**config.mk**
```make
export PLATFORM = sky130hd
export DESIGN_NAME = fetch_stage
export DESIGN_NICKNAME = d
export VERILOG_FILES = /design/src/rtl/cpu_pkg.sv /design/src/rtl/fetch_stage_ifid_latch.sv /design/src/rtl/fetch_stage.sv
export SDC_FILE = /design/constraint.sdc
export NUM_CORES = 1
export LEC_CHECK = 0
export CAP_MARGIN = 10
export CORE_MARGIN = 10
export CORE_UTILIZATION = 43
export CTS_CLUSTER_DIAMETER = 50
export DETAILED_ROUTE_END_ITERATION = 12
export HOLD_SLACK_MARGIN = 0.1
export PLACE_DENSITY = 0.76
export SLEW_MARGIN = 20
export SYNTH_ARGS = -nofsm -noshare
export SYNTH_HDL_FRONTEND = slang
export SYNTH_HIERARCHICAL = 1
export SYNTH_SLANG_ARGS = --single-unit
```
**constraint.sdc**
```tcl
create_clock -name clk -period 2.6 [get_ports clk]
set_input_delay 0.52 -clock clk [delete_from_list [all_inputs] [get_ports clk]]
set_output_delay 0.52 -clock clk [all_outputs]
set_load 0.01 [all_outputs]
```
**src/rtl/cpu_pkg.sv**
```systemverilog
// Shared CPU pipeline types and constants: datapath widths, the NOP encoding,
// and the IF/ID payload consumed by decode.
package cpu_pkg;

  localparam int unsigned ADDR_W  = 64;
  localparam int unsigned INSTR_W = 32;
  localparam int unsigned CNT_W   = 64;

  localparam logic [INSTR_W-1:0] NOP_INSTR = 32'hD503201F;

  typedef struct packed {
    logic [ADDR_W-1:0]  pc;
    logic [INSTR_W-1:0] instr;
    logic               valid;
  } ifid_t;

  // Empty IF/ID slot, used both on reset and on a redirect flush.
  localparam ifid_t IFID_BUBBLE = '{pc: '0, instr: NOP_INSTR, valid: 1'b0};

endpackage

```
**src/rtl/fetch_stage_ifid_latch.sv**
```systemverilog
// IF/ID pipeline register: flush inserts a bubble and takes priority over
// hold, which freezes the current contents.
module ifid_latch
  import cpu_pkg::*;
(
  input  logic  clk,
  input  logic  reset,
  input  logic  hold,
  input  logic  flush,
  input  ifid_t d,
  output ifid_t q
);

  always_ff @(posedge clk) begin
    if (reset) begin
      q <= IFID_BUBBLE;
    end else if (flush) begin
      q <= IFID_BUBBLE;
    end else if (!hold) begin
      q <= d;
    end
  end

endmodule

```
**src/rtl/fetch_stage.sv**
```systemverilog
// Instruction fetch: owns the PC, drives the instruction-memory address and
// loads IF/ID, honouring redirect (flush) over stall (hold).
module fetch_stage
  import cpu_pkg::*;
#(
  parameter logic [ADDR_W-1:0] RESET_PC = '0
) (
  input  logic               clk,
  input  logic               reset,
  input  logic               stall,
  input  logic               redirect,
  input  logic [ADDR_W-1:0]  redirect_pc,
  output logic [ADDR_W-1:0]  imem_addr,
  input  logic [INSTR_W-1:0] imem_rdata,
  output logic [ADDR_W-1:0]  ifid_pc,
  output logic [INSTR_W-1:0] ifid_instr,
  output logic               ifid_valid,
  output logic [CNT_W-1:0]   fetch_count
);

  logic [ADDR_W-1:0] pc;
  logic [ADDR_W-1:0] pc_next;
  logic [CNT_W-1:0]  count;
  ifid_t             ifid_d;
  ifid_t             ifid_q;

  // Next-PC selection; the low two redirect bits are forced to word alignment.
  always_comb begin
    pc_next = pc;
    if (redirect) begin
      pc_next = {redirect_pc[ADDR_W-1:2], 2'b00};
    end else if (!stall) begin
      pc_next = pc + ADDR_W'(4);
    end
  end

  always_ff @(posedge clk) begin
    if (reset) begin
      pc    <= RESET_PC;
      count <= '0;
    end else begin
      pc <= pc_next;
      if (!redirect && !stall) begin
        count <= count + CNT_W'(1);
      end
    end
  end

  always_comb begin
    ifid_d       = IFID_BUBBLE;
    ifid_d.pc    = pc;
    ifid_d.instr = imem_rdata;
    ifid_d.valid = 1'b1;
  end

  ifid_latch u_ifid_latch (
    .clk   (clk),
    .reset (reset),
    .hold  (stall),
    .flush (redirect),
    .d     (ifid_d),
    .q     (ifid_q)
  );

  assign imem_addr   = pc;
  assign ifid_pc     = ifid_q.pc;
  assign ifid_instr  = ifid_q.instr;
  assign ifid_valid  = ifid_q.valid;
  assign fetch_count = count;

endmodule

```
# Yosys cells after proc, flatten, opt, wreduce, memory -nomap -nowiden
# Index checks and enable logic that the tools add are counted.
# word_totals
register_bits	225
input_bits	100
output_inout_bits	225
word_cells	15
# classes
addsub	2
eq_ne	1
n_mux	2
n_reduce_logical	4
# op_table
cell	n
$mux W64	2
$add A64 B1 Y64 const B	1
$add A64 B3 Y64 const B	1
$logic_not A1 Y1	2
$ne A2 B1 Y1 const B	1
$reduce_or A2 Y1	1
$logic_and A1 B1 Y1	1

# Depth between registers and ports, before layout
# Gate-level depths: netlist of the first run.
# depth
ltp_word	3
depth_mapped	8
depth_no_buf	6

# By module
# Netlist of the first run, hierarchy kept.
# modules_own_cells
module	n_inst	cells_per_inst	area_per_inst_um2	seq_area_each_um2
fetch_stage	1	873	6990.5	2522.4
ifid_latch	1	314	3475.8	1941.9

# Least setup slack after synthesis of the first run
# Ideal clock, no wire load.
# synth_timing
path_type	in2reg
start	input port redirect
end	register count[52] (netlist: fetch_count[52])
setup_ps	70
t_arrival_ps	2576
required_time_ps	2530
path_slack_ps	-47
stages	7
n_path_buf	2
cell_sequence	buf_6 nand4bb_4 or4_4 buf_6 or4_4 or4_1 a21oi_1
# synth_via
elab_chain_cells	2
# synth_lines
element	line	rtl
from (decl)	fetch_stage.sv:11	input logic redirect,
$logic_not A1 Y1	fetch_stage.sv:43	if (!redirect && !stall) begin
$logic_and A1 B1 Y1	fetch_stage.sv:43	
to (signal assigned)	fetch_stage.sv:44	count <= count + CNT_W'(1);
to (decl)	fetch_stage.sv:23	logic [CNT_W-1:0] count;
# No other way between the ends.
# A chain may end at the register's enable or synchronous reset.

# Final worst setup path of the first run
# layout_timing
start	register count[10] (netlist: fetch_count[10])
end	register count[50] (netlist: fetch_count[50])
# layout_via
elab_chain_cells	1
# layout_lines
element	line
$add A64 B1 Y64	fetch_stage.sv:44
# No other way between the ends.

==> metrics.yaml, run 1 <==
internal_power_mw: 6.30
grt_pass1_wl_um: 58500
first_iter_violations: 801
fin_crit_sh_pct: 96.1
p_comb_share_pct: 11.6
synth_edf_count: 0
total_power_mw: 8.43
critPathArrivalTime_ps: 2920
insertion_delay_ps: 540
path_max_fanout: 7
wirelength_um: 37500
timing.fmax_mhz: 400
synth_xor_area_share_pct: 5.94
cp-end-kind: "flip-flop"
antenna_left: 0
syn_to_final_growth_pct: 48.4
clock_skew_ps: 14.5
power.leakage_nw: 5.63
place_area_um2: 14600
tritoncts: "yes"
worst-path-buf-inv: 0
synthMuxAreaShare_pct: 10.3
cp_cell_sequence: "nand4_1 -> or4_4 -> or4b_1 -> o31a_1 -> o21a_1"
post_cts_buffers: 0
dp_hpwl_um: 27900
crit_path_start_kind: "flip-flop"
synth_ff_type: "dfxtp_1"
power_frac_clock_pct: 45.3
first_pass_iters: 5
cap_violations: 0
max_slew_margin_pct: 43.9
ioPinCount: 325
vias_per_cell: 5.55
die_h_um: 176
tns_ps: 0
synthSimpleGateAreaFrac_pct: 27.6
dieArea_um2: 31000
async_flop_share_pct: 0
antenna_found_initial: 3
grt_pass1_vias: 10404
rsz0062_at_grt: "false"
worstHoldPathType: "in -> reg"
cts.reportedPaths.clkPinSlew_ps: 60
drc: 0
io_buffers: 320
synth_top_family_by_area: "simple AND/OR/NAND/NOR gates"
yosysWarnings: 6
coreArea_um2: 24100
final_nets: 1686
synth_compound_gate_area_share_pct: 8.70
period_needed_ps: 2500
setup_slack_ps: 102
power_density_nw_per_um2: 543
r2r_slack_ps: 100
gp_congestion: 0.941
start_util_pct: 43.4
grt_usage_pct: 22.9
final_common_cell: "clkdlybuf4s50_1"
required_ps: 3020
final_cell_mix: "clkdlybuf4s50_1 (317), dfxtp_1 (222), nor2_1 (181)"
status: "complete, no violations"
p_seq_share_pct: 43.1
fp.dieW_um: 176
critical_path_class: "reg -> reg"
power.switching_mw: 2.13
place_ws_ps: -25.8
synth.distinct_cells: 55
peakVddDrop_mv: 0.453
slew_violations: 0
synth_cells: 1187
root_buffer: "clkbuf_16"
setup_viol: 0
final_area_um2: 15500
wire_per_inst_um: 19.4
grt_overflow: 0
cts_buffers: 29
cts_sinks: 223
cpPeakStageDelay_ps: 650
syn_area_per_cell_um2: 8.82
grt_max_degree: 79
core.rowCount: 57
vias: 10721
hold_violations: 0
ys_seq_elements: 223
postLayoutCoreUtil_pct: 64.4
tightestPinTransition_ps: 838
sw_frac_of_total_pct: 25.3
netlist_area_um2: 10500
cts_buffer_depth: 3
h-tree-depth: 1
drive_gt1_share_pct: 11.0
slowest_stage: "or4b_1"
seq_area_frac_synth_pct: 42.7
synthAdderAreaFrac_pct: 0.239
critical_path.top_delay_family: "simple AND/OR/NAND/NOR gates"
==> tightest hold or removal path: cells and delay by family <==
| family | cells | cell delay (ps) |
|---|---|---|
| AND/OR/NAND/NOR | 1 | 70 |
| AO/OA/AOI/OAI | 2 | 170 |
| buffers and inverters | 1 | 160 |
==> logic make-up (layout without fill, tap and decap cells) <==
logic type | count (synthesis) | after routing
mux | 107 | 107
other cells | 2 | 6
compound gates | 137 | 137
simple gates | 555 | 555
xor+xnor | 71 | 71
flops | 223 | 223
fa+ha+maj | 2 | 2
buf+inv | 90 | 505
==> registers in the layout (all words and copies together) (netlist names) <==
register,flops
fetch_count,64
u_ifid_latch/q,97
imem_addr,62
==> routing by layer <==
layer | routed length, um | up-vias | global-route usage, %
met5 | 13 | - | 0
met4 | 636 | 2 | 4.56
met3 | 3500 | 54 | 6.81
met2 | 18100 | 420 | 39.6
met1 | 15300 | 5130 | 27.7
li1 | - | 5115 | -
==> power groups by stage <==
stage          sequential [mW]  clock (mW)  combinational (mW)
2_1_floorplan             3.76           0               0.363
3_3_place_gp              3.70           0               0.962
3_5_place_dp              3.70           0               0.976
4_1_cts                   3.63        3.88               0.982
5_1_grt                   3.65        4.04                1.05
6_report                  3.63        3.82               0.976
==> final timing paths <==
path                      start  cells past startpoint                 end
min reg2reg  u_ifid_latch/q[17]                      2  u_ifid_latch/q[17]
min                       reset                      4       imem_addr[61]
max reg2reg     fetch_count[10]                      5     fetch_count[50]
max             fetch_count[10]                      5     fetch_count[50]
==> repair_timing <==
action	CTS	global route
hold buffers	0	0
endpoints found under the setup margin	0	1
gates resized for setup	0	1
==> cell usage after synthesis (2+ instances only) <==
cell	count	area share, %
xor2_1	31	2.6
and3_1	13	0.78
nand2_1	76	2.7
and4b_1	2	0.19
nand2b_1	4	0.24
a211oi_1	30	2.2
nand3_1	61	2.9
or4_1	30	2.2
nor3_1	26	1.2
mux2_1	2	0.22
o31a_1	2	0.17
nand4_1	49	2.9
nor4_2	2	0.24
a311oi_1	5	0.42
a21oi_1	41	2.0
nor2b_1	4	0.24
buf_1	5	0.18
conb_1	2	0.072
nor4bb_1	3	0.29
xnor2_1	40	3.3
and4_1	19	1.6
o211a_1	2	0.19
buf_6	10	1.1
or3_1	21	1.3
or4_4	2	0.22
o211ai_1	7	0.50
nand4b_1	7	0.59
or2_1	2	0.12
and2_1	3	0.18
mux2i_1	104	9.9
buf_4	9	0.65
dfxtp_1	223	43
ha_1	2	0.24
o31ai_1	16	1.1
o21ai_0	16	0.77
buf_8	2	0.29
a31oi_1	4	0.24
a2111oi_0	4	0.33
clkbuf_1	43	1.5
inv_1	19	0.68
nor2_1	181	6.5
o21a_1	4	0.29
nor4_1	47	2.8
==> area by class of cell <==
type / count / area (um^2)
Inverter: 20 / 75.1
Timing Repair Buffer: 433 / 4100
Sequential cell: 223 / 4470
Tap cell: 324 / 405
Clock inverter: 15 / 108
Antenna cell: 1 / 2.50
Fill cell: 2073 / 8580
Multi-Input combinational cell: 877 / 5550
Clock buffer: 37 / 826
==> per-stage QoR <==
stage | hold slack, ps | cells
after floorplan | 504 | 1190
after global placement | 453 | 1877
after detailed placement | 459 | 1877
after CTS | 411 | 1929
after global routing | 445 | 1930
final | 424 | 1930
No activity file was read; power rests on OpenSTA's default activity.
==> run 2, diff against run 1 <==
--- a/config.mk
+++ b/config.mk
@@ -7,13 +7,12 @@
 export LEC_CHECK = 0
 export CAP_MARGIN = 10
 export CORE_MARGIN = 10
-export CORE_UTILIZATION = 43
+export CORE_UTILIZATION = 42
 export CTS_CLUSTER_DIAMETER = 50
 export DETAILED_ROUTE_END_ITERATION = 12
 export HOLD_SLACK_MARGIN = 0.1
-export PLACE_DENSITY = 0.76
+export PLACE_DENSITY = 0.74
 export SLEW_MARGIN = 20
 export SYNTH_ARGS = -nofsm -noshare
 export SYNTH_HDL_FRONTEND = slang
-export SYNTH_HIERARCHICAL = 1
 export SYNTH_SLANG_ARGS = --single-unit
==> run 2 against run 1 <==
Compared with the run above: hold slack worse by 130 ps; sequential power down 1%; synthesized cell count up 1.3%; clock skew down 1.2 ps; sequential share of layout area up 0.088 points; register-to-register slack better by 50 ps; count of clock-buffer cells in the layout up 2; global-route usage down 1.3 points; area after synthesis down 1.4%; largest power group unchanged.
==> metrics.yaml, run 2 <==
async_flop_share_pct: 0
timing.fmax_mhz: 409
critPathArrivalTime_ps: 2870
tritoncts: "yes"
cts.reportedPaths.clkPinSlew_ps: 60
synthSimpleGateAreaFrac_pct: 27.5
slowest_stage: "or4_1"
max_slew_margin_pct: 30.4
grt_max_degree: 73
synthTopCellsByCount: "dfxtp_1 (221), nor2_1 (177), mux2i_1 (96)"
multi_input_area_um2: 5480
place_area_um2: 14200
cp_cell_sequence: "nand3_1 -> or4_1 -> or2_0 -> or3_1 -> a2111oi_1"
ys_seq_elements: 221
worst-path-buf-inv: 0
fin_crit_sh_pct: 94.0
crit-reg2reg-launch: "imem_addr[14]"
synth_area_leaders: "dfxtp_1 (43%), mux2i_1 (9.3%), nor2_1 (6.4%)"
period_needed_ps: 2440
critical_path.top_delay_family: "simple AND/OR/NAND/NOR gates"
status: "complete, no violations"
grt_pass1_wl_um: 55700
syn_area_per_cell_um2: 8.59
regMostFlops: "u_ifid_latch.q"
largest_reg_flops: 95
dp_cells: 1840
crit_path_start_kind: "flip-flop"
final_area_um2: 15300
cts_buffers: 30
fp.dieW_um: 177
rsz0062_at_grt: "false"
h-tree-depth: 1
cts_sinks: 221
grt_usage_pct: 21.6
final_cell_mix: "clkdlybuf4s50_1 (315), dfxtp_1 (220), nor2_1 (177)"
cap_violations: 0
cpPeakStageDelay_ps: 600
synth_compound_gate_area_share_pct: 10.9
yosys.area.top_type: "dfxtp_1"
first_iter_violations: 747
synth_top_family_by_area: "simple AND/OR/NAND/NOR gates"
power_density_nw_per_um2: 595
netlist_area_um2: 10300
synthMuxAreaShare_pct: 9.53
syn_to_final_growth_pct: 48.6
tightestPinTransition_ps: 1040
reg2regPathDepth: 5
slew_violations: 0
first_pass_iters: 5
vias: 10509
synth_ff_type: "dfxtp_1"
hold_ws_ps: 293
wirelength_um: 35600
synth_xor_area_share_pct: 4.67
seq_area_um2: 4430
core.rowCount: 57
drive_gt1_share_pct: 9.67
antenna_left: 0
hp-start: "reset"
io_buffers: 318
synth_edf_count: 0
final_cells: 1897
startpoint: "imem_addr[14]"
synth.distinct_cells: 58
cp-end-kind: "flip-flop"
fill_cells: 2021
tns_ps: 0
total_power_mw: 9.13
required_ps: 3030
die_h_um: 177
cts_buffer_depth: 3
final_common_cell: "clkdlybuf4s50_1"
synthAdderAreaFrac_pct: 0.242
power.leakage_nw: 5.49
path_max_fanout: 5
clock_skew_ps: 13.4
dp_hpwl_um: 26100
synth_cells: 1202
synth.most_common_cell: "dfxtp_1"
critical_path_class: "reg -> reg"
ioPinCount: 325
crit_cells: 5
insertion_delay_ps: 550
coreArea_um2: 24200
worstHoldPathType: "in -> reg"
start_util_pct: 42.6
synth_top_area_share_pct: 42.9
root_buffer: "clkbuf_16"
dieArea_um2: 31200
seq_area_frac_synth_pct: 42.9
gp_congestion: 0.924
vias_per_cell: 5.54
grt_pass1_vias: 9984
drc: 0
peakVddDrop_mv: 0.533
hold_violations: 0
final_nets: 1650
antenna_found_initial: 1
wire_per_inst_um: 18.8
yosysWarnings: 0
grt_overflow: 0
worstHoldPathCells: 2
setup_viol: 0
-- run 2: cell types whose count changed after synthesis, moves of 13 or more --
cell and change:
o31ai_1 +16, clkbuf_1 +32, nor4_1 -28, xnor2_1 -13
-- run 2: worst reg2reg max path: stages, from the launching register on --
cell       delay (ps)
dfxtp_1           430
nand3_1           170
or4_1             600
or2_0             380
or3_1             410
a2111oi_1         340
-- run 2: where the power goes --
part           leakage [nW]  total, mW  internal (mW)  switching [mW]
Combinational          3.14      0.926          0.492           0.434
Clock                 0.544       4.61           3.01            1.60
Sequential             1.80       3.59           3.49          0.0946
Total                  5.49       9.13           7.00            2.13
-- run 2: worst paths after layout --
kind              slack, ps                end
hold / removal          290       imem_addr[7]
setup / recovery        160      imem_addr[51]
setup reg to reg        160      imem_addr[51]
hold reg to reg         450  u_ifid_latch.q[0]
-- run 2: layer usage --
layer  global-route usage (%)  up-vias  routed length [um]
li1                         -     5065                   -
met1                     26.1     4999               14400
met2                     37.0      399               17200
met3                     6.42       46                3260
met4                     5.11        0                 733
met5                        0        -                   0
-- run 2: what timing repair did --
item / in CTS / in global routing
endpoints found under the hold margin: 0 / 0
resized for setup: 0 / 2
setup buffers: 0 / 0
setup endpoints to repair: 0 / 3
hold buffers: 0 / 0
-- run 2: cell type report --
type                            count  share of cell area, %
Multi-Input combinational cell    875                   35.7
Sequential cell                   221                   28.8
Timing Repair Buffer              398                   24.9
Clock buffer                       39                   5.31
Tap cell                          324                   2.64
Clock inverter                     17                   2.06
Inverter                           22                  0.538
Antenna cell                        1                 0.0163
-- run 2: cell families after synthesis --
group,count (synthesis)
AOI/OAI and AO/OA,168
and+or+nand+nor,548
other,1
buffers and inverters,109
adders and majority gates,2
DFF,221
muxes,98
xor gates and xnor gates,55
-- run 2: through the flow --
step | util, % | setup slack [ps]
global placement | 58.5 | 129
detailed placement | 58.5 | 75.3
global route | 63.3 | 31.5
floorplan | - | 118
CTS | 63.2 | 124
finish | 63.3 | 157
